--- config.mk ---
export PLATFORM = sky130hd
export DESIGN_NAME = conv_window
export DESIGN_NICKNAME = d
export VERILOG_FILES = /design/src/rtl/conv_window.sv
export SDC_FILE = /design/constraint.sdc
export NUM_CORES = 1
export LEC_CHECK = 0
export CORE_MARGIN = 2
export CORE_UTILIZATION = 46
export CTS_BUF_LIST = sky130_fd_sc_hd__clkbuf_2
export CTS_CLUSTER_DIAMETER = 200
export DETAILED_ROUTE_END_ITERATION = 7
export HOLD_SLACK_MARGIN = 0.05
export PLACE_DENSITY = 0.69
export SYNTH_ARGS = -nofsm -noshare
export SYNTH_HDL_FRONTEND = slang
export SYNTH_SLANG_ARGS = --single-unit
--- constraint.sdc ---
create_clock -name clk -period 3.1 [get_ports clk]
set_input_delay 0.62 -clock clk [delete_from_list [all_inputs] [get_ports clk]]
set_output_delay 0.62 -clock clk [all_outputs]
set_load 0.02 [all_outputs]
--- src/rtl/conv_window.sv ---
// ---------------------------------------------------------------------------
// conv_pkg / conv_window
//
// Builds a 5x5 pixel neighbourhood around every centre pixel of a frame.
// The upstream line-buffer controller supplies one 5-row column per pixel.
// Each column comes with the kernel position flags of its centre-row pixel.
// Rows that fall outside the frame are clamped when the column is accepted.
// Columns outside the frame are clamped on the window output.
// Finished windows go through a 2-entry skid FIFO to a valid/ready master port.
// After the last pixel of a frame, two internal flush shifts emit the windows
// for the final two centre columns. No further input column is needed.
//
// Ports
//   clk, arst_n   clock, asynchronous active-low reset
//   col_vld_i     column valid
//   col_pos_i     kernel_pos_t flags of the pushed column's centre-row pixel
//   col_data_i    5 rows, index 0 = row -2 (north), PIXEL_W bits each
//   col_ready_o   column accepted when col_vld_i & col_ready_o
//   m_tvalid_o    window valid (skid FIFO not empty)
//   m_tready_i    downstream ready
//   m_tdata_o     window[r][c] at element r*5+c, element 0 in the LSBs
//   m_tuser_o     start of frame (centre at row 0, column 0)
//   m_tlast_o     end of line (centre in the last column)
// ---------------------------------------------------------------------------
package conv_pkg;

  localparam int PIXEL_W = 8;

  // Edge flags of one pixel. x2 means the pixel lies on that border.
  // x1 means the pixel is one pixel in from that border.
  typedef struct packed {
    logic w2;
    logic w1;
    logic e2;
    logic e1;
    logic n2;
    logic n1;
    logic s2;
    logic s1;
  } kernel_pos_t;

  typedef enum logic [1:0] {
    ST_IDLE,
    ST_RUN,
    ST_FLUSH1,
    ST_FLUSH2
  } state_t;

endpackage

module conv_window #(
  parameter int PIXEL_W = conv_pkg::PIXEL_W,
  parameter int MIN_DIM = 5
) (
  input  logic                   clk,
  input  logic                   arst_n,
  input  logic                   col_vld_i,
  input  logic [7:0]             col_pos_i,
  input  logic [5*PIXEL_W-1:0]   col_data_i,
  output logic                   col_ready_o,
  output logic                   m_tvalid_o,
  input  logic                   m_tready_i,
  output logic [25*PIXEL_W-1:0]  m_tdata_o,
  output logic                   m_tuser_o,
  output logic                   m_tlast_o
);

  // The kernel edge equals the smallest supported frame dimension.
  // The two-deep border clamps are only correct when the frame is at least
  // as large as the window.
  localparam int K = MIN_DIM;

  typedef logic [K-1:0][PIXEL_W-1:0]        col_t;  // [row]
  typedef logic [K-1:0][K-1:0][PIXEL_W-1:0] win_t;  // [slot][row]

  typedef struct packed {
    logic [K*K*PIXEL_W-1:0] data;
    logic                   user;
    logic                   last;
  } beat_t;

  conv_pkg::state_t      state;
  conv_pkg::kernel_pos_t pos_in;
  conv_pkg::kernel_pos_t centre;
  // Positions of the columns in slots 4 and 3. A slot's position matters only
  // when that slot becomes the centre, which happens during the shift.
  // So the slot-3 entry supplies the centre directly, and slot 2 needs no
  // storage of its own.
  conv_pkg::kernel_pos_t pos_q [2];

  col_t  col_in;
  col_t  col_clamped;
  win_t  win_q;
  win_t  win_shift;
  win_t  win_out;
  beat_t beat_in;
  beat_t fifo_mem [2];
  beat_t head;

  logic       rd_ptr;
  logic       wr_ptr;
  logic [1:0] fifo_cnt;
  logic [1:0] fill_cnt;

  logic room;
  logic accepting;
  logic flushing;
  logic accept;
  logic flush_shift;
  logic shift;
  logic sof_in;
  logic eof_in;
  logic gen;
  logic pop;

  assign pos_in = conv_pkg::kernel_pos_t'(col_pos_i);
  assign col_in = col_t'(col_data_i);
  assign sof_in = pos_in.n2 & pos_in.w2;
  assign eof_in = pos_in.s2 & pos_in.e2;

  // A new window fits if the skid has a free entry. It also fits if the head
  // leaves on this same edge.
  assign pop       = m_tvalid_o & m_tready_i;
  assign room      = (fifo_cnt != 2'd2) | m_tready_i;
  assign accepting = (state == conv_pkg::ST_IDLE) | (state == conv_pkg::ST_RUN);
  assign flushing  = (state == conv_pkg::ST_FLUSH1) | (state == conv_pkg::ST_FLUSH2);

  // col_ready_o is held low while reset is asserted, so nothing is accepted
  // during reset and every output reads 0.
  assign col_ready_o = arst_n & accepting & room;
  assign accept      = col_vld_i & col_ready_o;
  assign flush_shift = flushing & room;
  assign shift       = accept | flush_shift;

  // A frame-start column restarts the fill count, so it never completes a
  // window. The same holds in IDLE: columns there only prime the window.
  assign gen = shift & (fill_cnt == 2'd2) & (state != conv_pkg::ST_IDLE) &
               ~(accept & sof_in);

  // Row clamp on the incoming column.
  always_comb begin
    // NOTE: assign every always_comb output a default first. A path that skips
    // an assignment would otherwise infer a latch.
    col_clamped = col_in;
    if (pos_in.n2) begin
      col_clamped[0] = col_in[2];
      col_clamped[1] = col_in[2];
    end else if (pos_in.n1) begin
      col_clamped[0] = col_in[1];
    end
    if (pos_in.s2) begin
      col_clamped[3] = col_in[2];
      col_clamped[4] = col_in[2];
    end else if (pos_in.s1) begin
      col_clamped[4] = col_in[3];
    end
  end

  // The window as it will look after this shift. The new column enters
  // slot 4. During flush, slot 4 is filler that the east clamp always hides.
  always_comb begin
    win_shift = win_q;
    for (int s = 0; s < K-1; s++) win_shift[s] = win_q[s+1];
    win_shift[K-1] = flushing ? col_t'('0) : col_clamped;
  end

  assign centre = pos_q[1];

  // Column clamp on the shifted window. Its rows are already clamped, so
  // corner pixels replicate correctly.
  always_comb begin
    win_out = win_shift;
    if (centre.w2) begin
      win_out[0] = win_shift[2];
      win_out[1] = win_shift[2];
    end else if (centre.w1) begin
      win_out[0] = win_shift[1];
    end
    if (centre.e2) begin
      win_out[3] = win_shift[2];
      win_out[4] = win_shift[2];
    end else if (centre.e1) begin
      win_out[4] = win_shift[3];
    end
  end

  // Row-major flattening: the storage is slot-major, the output is [r][c].
  always_comb begin
    beat_in = '0;
    for (int r = 0; r < K; r++) begin
      for (int c = 0; c < K; c++) begin
        beat_in.data[(r*K+c)*PIXEL_W +: PIXEL_W] = win_out[c][r];
      end
    end
    beat_in.user = centre.n2 & centre.w2;
    beat_in.last = centre.e2;
  end

  // Window and position shift registers.
  always_ff @(posedge clk or negedge arst_n) begin
    // NOTE: sequential state uses non-blocking assignments only. All registers
    // then update together from pre-edge values.
    if (!arst_n) begin
      win_q    <= '0;
      pos_q[0] <= '0;
      pos_q[1] <= '0;
    end else if (shift) begin
      win_q    <= win_shift;
      pos_q[1] <= pos_q[0];
      pos_q[0] <= flushing ? conv_pkg::kernel_pos_t'('0) : pos_in;
    end
  end

  // Frame sequencing and fill count.
  always_ff @(posedge clk or negedge arst_n) begin
    if (!arst_n) begin
      state    <= conv_pkg::ST_IDLE;
      fill_cnt <= 2'd0;
    end else begin
      if (accept && sof_in) begin
        fill_cnt <= 2'd1;
      end else if (shift && fill_cnt != 2'd2) begin
        fill_cnt <= fill_cnt + 2'd1;
      end

      case (state)
        conv_pkg::ST_IDLE:   if (accept && sof_in) state <= conv_pkg::ST_RUN;
        conv_pkg::ST_RUN:    if (accept && eof_in) state <= conv_pkg::ST_FLUSH1;
        conv_pkg::ST_FLUSH1: if (flush_shift)      state <= conv_pkg::ST_FLUSH2;
        conv_pkg::ST_FLUSH2: if (flush_shift)      state <= conv_pkg::ST_IDLE;
        default:                                   state <= conv_pkg::ST_IDLE;
      endcase
    end
  end

  // Two-entry skid FIFO. A push and a pop on the same edge keep the count
  // unchanged, even when the FIFO is full.
  always_ff @(posedge clk or negedge arst_n) begin
    if (!arst_n) begin
      // NOTE: the two skid entries are reset as well. The head entry drives
      // the outputs directly, and every output must read 0 while in reset.
      for (int i = 0; i < 2; i++) fifo_mem[i] <= '0;
      rd_ptr   <= 1'b0;
      wr_ptr   <= 1'b0;
      fifo_cnt <= 2'd0;
    end else begin
      if (gen) begin
        fifo_mem[wr_ptr] <= beat_in;
        wr_ptr           <= ~wr_ptr;
      end
      if (pop) rd_ptr <= ~rd_ptr;
      fifo_cnt <= fifo_cnt + {1'b0, gen} - {1'b0, pop};
    end
  end

  assign head       = fifo_mem[rd_ptr];
  assign m_tvalid_o = (fifo_cnt != 2'd0);
  assign m_tdata_o  = head.data;
  assign m_tuser_o  = head.user;
  assign m_tlast_o  = head.last;

endmodule

==> impl_summary.txt <==
----------------------------------------------------
[Detailed routing]
  Overall via count from detail_route ... just under 20000
  Detail-routed net length per standard cell ... 21.8 um
  Drc violations ... 0
  Antenna Violating Nets Remaining ... 0
  Routed wire length ... about 76 mm
  Pre-antenna DRT Iters ... 5
  Initial DRC Count ... roughly 1300
  Detail-routed via count per cell ... between 5 and 6

[Floorplanning]
  Area of the die ... just over 60000 um2
  Std-Cell Rows ... slightly below 90
  Die H ... approximately 250 um
  I/O pin cnt ... 256
  Core footprint ... approximately 58000 um2
  Die width ... roughly 250 um
  Starting Density ... 46.8%

[Global route]
  Congestion Overflow GR ... 0
  Global-route usage over all layers ... 25.5%
  Number of antenna violations at the first check in global routing ... 11
  Pin count of the biggest net entering global routing ... 143
  Met2 Track Usage GR ... between 40% and 50%
  Number of global-route vias before repair ... slightly above 20000
  Most used routing layer in global routing ... met2
  Global routing met3 resource utilization ... about 6.4%
  Met1 routing resource usage after global routing ... between 30% and 40%
  Global-route wire length before repair ... ~120 mm

[Timing]
  Total negative setup slack ... -52.99 ns
  Worst-margin pin slew ... between 1 and 1.5 ns
  Worst Hold Slack ... 0.177 ns
  Fin worst setup slack ... -0.361 ns
  Post-route minimum period ... ~3.5 ns
  Achievable clock frequency ... 289 MHz
  Number of pins with negative max-slew slack in the final report ... 0
  RSZ-0062 raised after global routing ... yes
  Number of endpoints with negative hold slack in the final report ... 0
  Final worst path period share ... 112%
  Clock tree skew after final layout ... a little under 0.1 ns
  Final setup violation count ... around 200
  Worst slew slack as a fraction of its limit ... a little under a third

[Setup path]
  Required @ worst endpoint ... around 2.5 ns
  Register-to-Register Setup Slack ... ~0.27 ns
  Data arrival time of the critical path ... between 2 and 3 ns
  Maximum fanout count along the critical path ... 8
  Type of the worst setup path ... reg -> out
  Worst R2R End ... fifo_mem[367]$_DFFE_PN0P_
  Kind of capture point of the worst setup path ... output pin
  Count of cells along the worst register-to-register path ... 8
  Worst stage delay on the critical path ... about 0.49 ns
  Worst flop-to-flop path startpoint ... state[1]$_DFFE_PN0P_
  Startpoint class of the critical path ... flip-flop
  Standard cell with the maximum stage delay on the critical path ... dfrtp_4
  Cell chain of the critical path ... buf_12 -> buf_8 -> clkbuf_16 -> mux2_2 -> buf_6

[Placed design]
  Placed wire-length estimate after detailed placement ... between 40 and 50 mm
  Number of port buffers ... approximately 260
  Placed cell areas ... about 30000 um2
  GPL Wtd Cong ... about 0.8

[Status]
  Status ... finished with violations
  Violated checks ... setup timing

[Clock tree]
  Clock input transition at the sequential cells of the worst setup and hold paths ... roughly 0.11 ns
  Clock tree from TritonCTS ... yes
  Count of H-tree levels built during CTS ... 4
  Insertion delay of the later-clocked pin in the worst-skew pair ... between 1 and 1.5 ns
  Root buffer selected by CTS ... clkbuf_2
  Largest buffer count on any clock path ... 3
  Clock tree sinks ... between 500 and 600
  Number of CTS-inserted buffers ... 153

[Synth]
  Post-synth EDFFs ... 0
  Sequential element share of the synthesized area ... a little over half
  Flip-flop cell with the highest count after synthesis ... dfrtp_1
  Async set or reset register ratio after synthesis ... 100%
  Avg Synthesized Cell Area ... ~12 um2
  Post-synth top area cell ... dfrtp_1
  Largest cells by area after synthesis ... dfrtp_1 (54%), mux2_2 (18%), mux2_1 (6.4%)
  Top cell type's share of synthesized area ... a little over half
  Cell count after synthesis ... ~2200
  Netlist cell types ... 37
  Syn Nets ... around 2300
  Cell area after synthesis ... 27100 um2
  Number of warning messages in the yosys log ... 0
  Flop and latch count out of synthesis ... just under 600

[Power]
  Total power divided by cell area ... around 1000 nW/um2
  Seq pwr share ... a little over a third
  Switching Fraction ... between 40% and 50%
  Share of total power in combinational logic ... between 50% and 60%
  Total Power Consumption ... between 30 and 40 mW
  Peak supply drop ... roughly 1100 uV
  Clock share of power ... about 15%
  Switching power summed over all nets ... ~14 mW
  Internal cell power ... 20.7 mW
  Reported leakage power ... approximately 17 nW

[Final layout]
  Final design area excluding fillers ... roughly 34000 um2
  Utilization after layout ... 58.6%
  Area of the multi-input gates ... between 10000 and 15000 um2
  Area occupied by registers ... between 10000 and 15000 um2
  Synth-to-Final Area Change ... 25.2%
  Fraction of layout instances using a drive strength above 1 ... 38.4%
  Net total in the final layout ... 2693
  Fill cell instance count of the final layout ... approximately 4800

[Hold path]
  Number of stages on the worst hold path ... 4
  Worst min-delay path category ... in -> reg
  Endpoint with the worst hold slack ... win_q[163]$_DFFE_PN0P_
  Hold path start ... col_data_i[11]

[Flow run]
  # Max-Cap Violations ... 0

----------------------------------------------------
## worst max-delay path, delay by kind of cell, from the launching register on
family                 cells  cell delay (ns)
DFF                        1             0.49
muxes                      1             0.36
buffers and inverters      4             0.65
## Yosys cell counts (16+ instances only)
library cell  count
a22o_1           34
clkbuf_1        102
and2_1           17
o21ai_0         234
a2bb2oi_1        18
nand2_1         271
inv_1            84
buf_2            24
mux2_2          441
mux2_1          155
buf_6            18
mux2i_1          85
nor2b_1          16
a21oi_1          31
nor2_1           19
nand2b_1         17
dfrtp_1         582
## metal layers
metal / routed length [um] / vias up
li1: - / 8724
met1: 32500 / 9743
met2: 36800 / 598
met3: 4820 / 153
met4: 2150 / 18
met5: 105 / -
## repair_timing
action | in CTS | in global routing
setup buffers | 40 | 9
resized for setup | 1161 | 239
gates cloned | 17 | 5
pin swaps | 7 | 7
hold buffers | 21 | 0
endpoints found under the hold margin | 185 | 0
setup endpoints to repair | 204 | 203
## cell type report
| type | count | area share [%] |
|---|---|---|
| sequential | 582 | 43.0 |
| multi-input combinational | 1424 | 35.6 |
| timing repair buffer | 388 | 13.7 |
| clock buffer | 236 | 3.48 |
| tap | 765 | 2.82 |
| inverter | 84 | 0.929 |
| clock inverter | 23 | 0.409 |
| antenna | 5 | 0.0369 |
## logic make-up (layout without fill, tap and decap cells)
logic type | count (synthesis) | in the layout | synth area share [%]
flip-flops | 582 | 582 | 53.8
multiplexers | 681 | 681 | 27.9
XOR/XNOR | 3 | 3 | 0.0970
buffers and inverters | 240 | 731 | 3.93
AND/OR/NAND/NOR | 356 | 356 | 5.59
adder cells (fa/ha/maj) | 8 | 8 | 0.369
other | 0 | 5 | 0
AO/OA/AOI/OAI | 376 | 376 | 8.35
## power groups by stage
stage / sequential, mW / combinational (mW) / clock, mW
2_1_floorplan: 11.3 / 9.33 / 0
3_3_place_gp: 12.1 / 14.0 / 0
3_5_place_dp: 12.3 / 14.4 / 0
4_1_cts: 12.1 / 16.4 / 5.46
5_1_grt: 12.5 / 18.6 / 5.88
6_report: 12.2 / 17.5 / 5.30
## flip-flops by register name, indices dropped and copies added (netlist names)
name      flops
beat_in      41
centre        4
fifo_cnt      2
fifo_mem    404
fill_cnt      2
pos_q         5
rd_ptr        1
state         2
win_q       120
wr_ptr        1
## how the worst max path moves through the flow
stage	from	end	depth (start not counted)
2_1_floorplan	state[0]$_DFFE_PN0P_	fifo_cnt[1]$_DFF_PN0_	12
3_3_place_gp	col_vld_i	fifo_mem[303]$_DFFE_PN0P_	6
3_5_place_dp	col_vld_i	fifo_mem[249]$_DFFE_PN0P_	6
4_1_cts	rd_ptr$_DFFE_PN0P_	m_tdata_o[41]	5
5_1_grt	rd_ptr$_DFFE_PN0P_	m_tdata_o[168]	5
6_report	rd_ptr$_DFFE_PN0P_	m_tdata_o[168]	5
## cells in the final DEF, fill, tap and decap left out, drive strengths merged, types with 18 or more instances in the layout
master | Yosys | final
mux2i | 85 | 85
a2bb2oi | 18 | 18
o21ai | 234 | 234
mux2 | 596 | 596
dfrtp | 582 | 582
dlygate4sd3 | 0 | 21
a22o | 34 | 34
clkdlybuf4s50 | 0 | 50
nand2 | 271 | 271
buf | 54 | 310
inv | 84 | 90
a21oi | 31 | 31
nor2 | 19 | 19
clkbuf | 102 | 241
## through the flow
step | std cells | setup WS, ns
after detailed placement | 3154 | 0.0469
after floorplan | 2246 | 0.483
after CTS | 3491 | -0.492
after global routing | 3503 | -0.486
after global placement | 3154 | 0.104
final | 3507 | -0.361
Power figures use the tool's default switching activity.
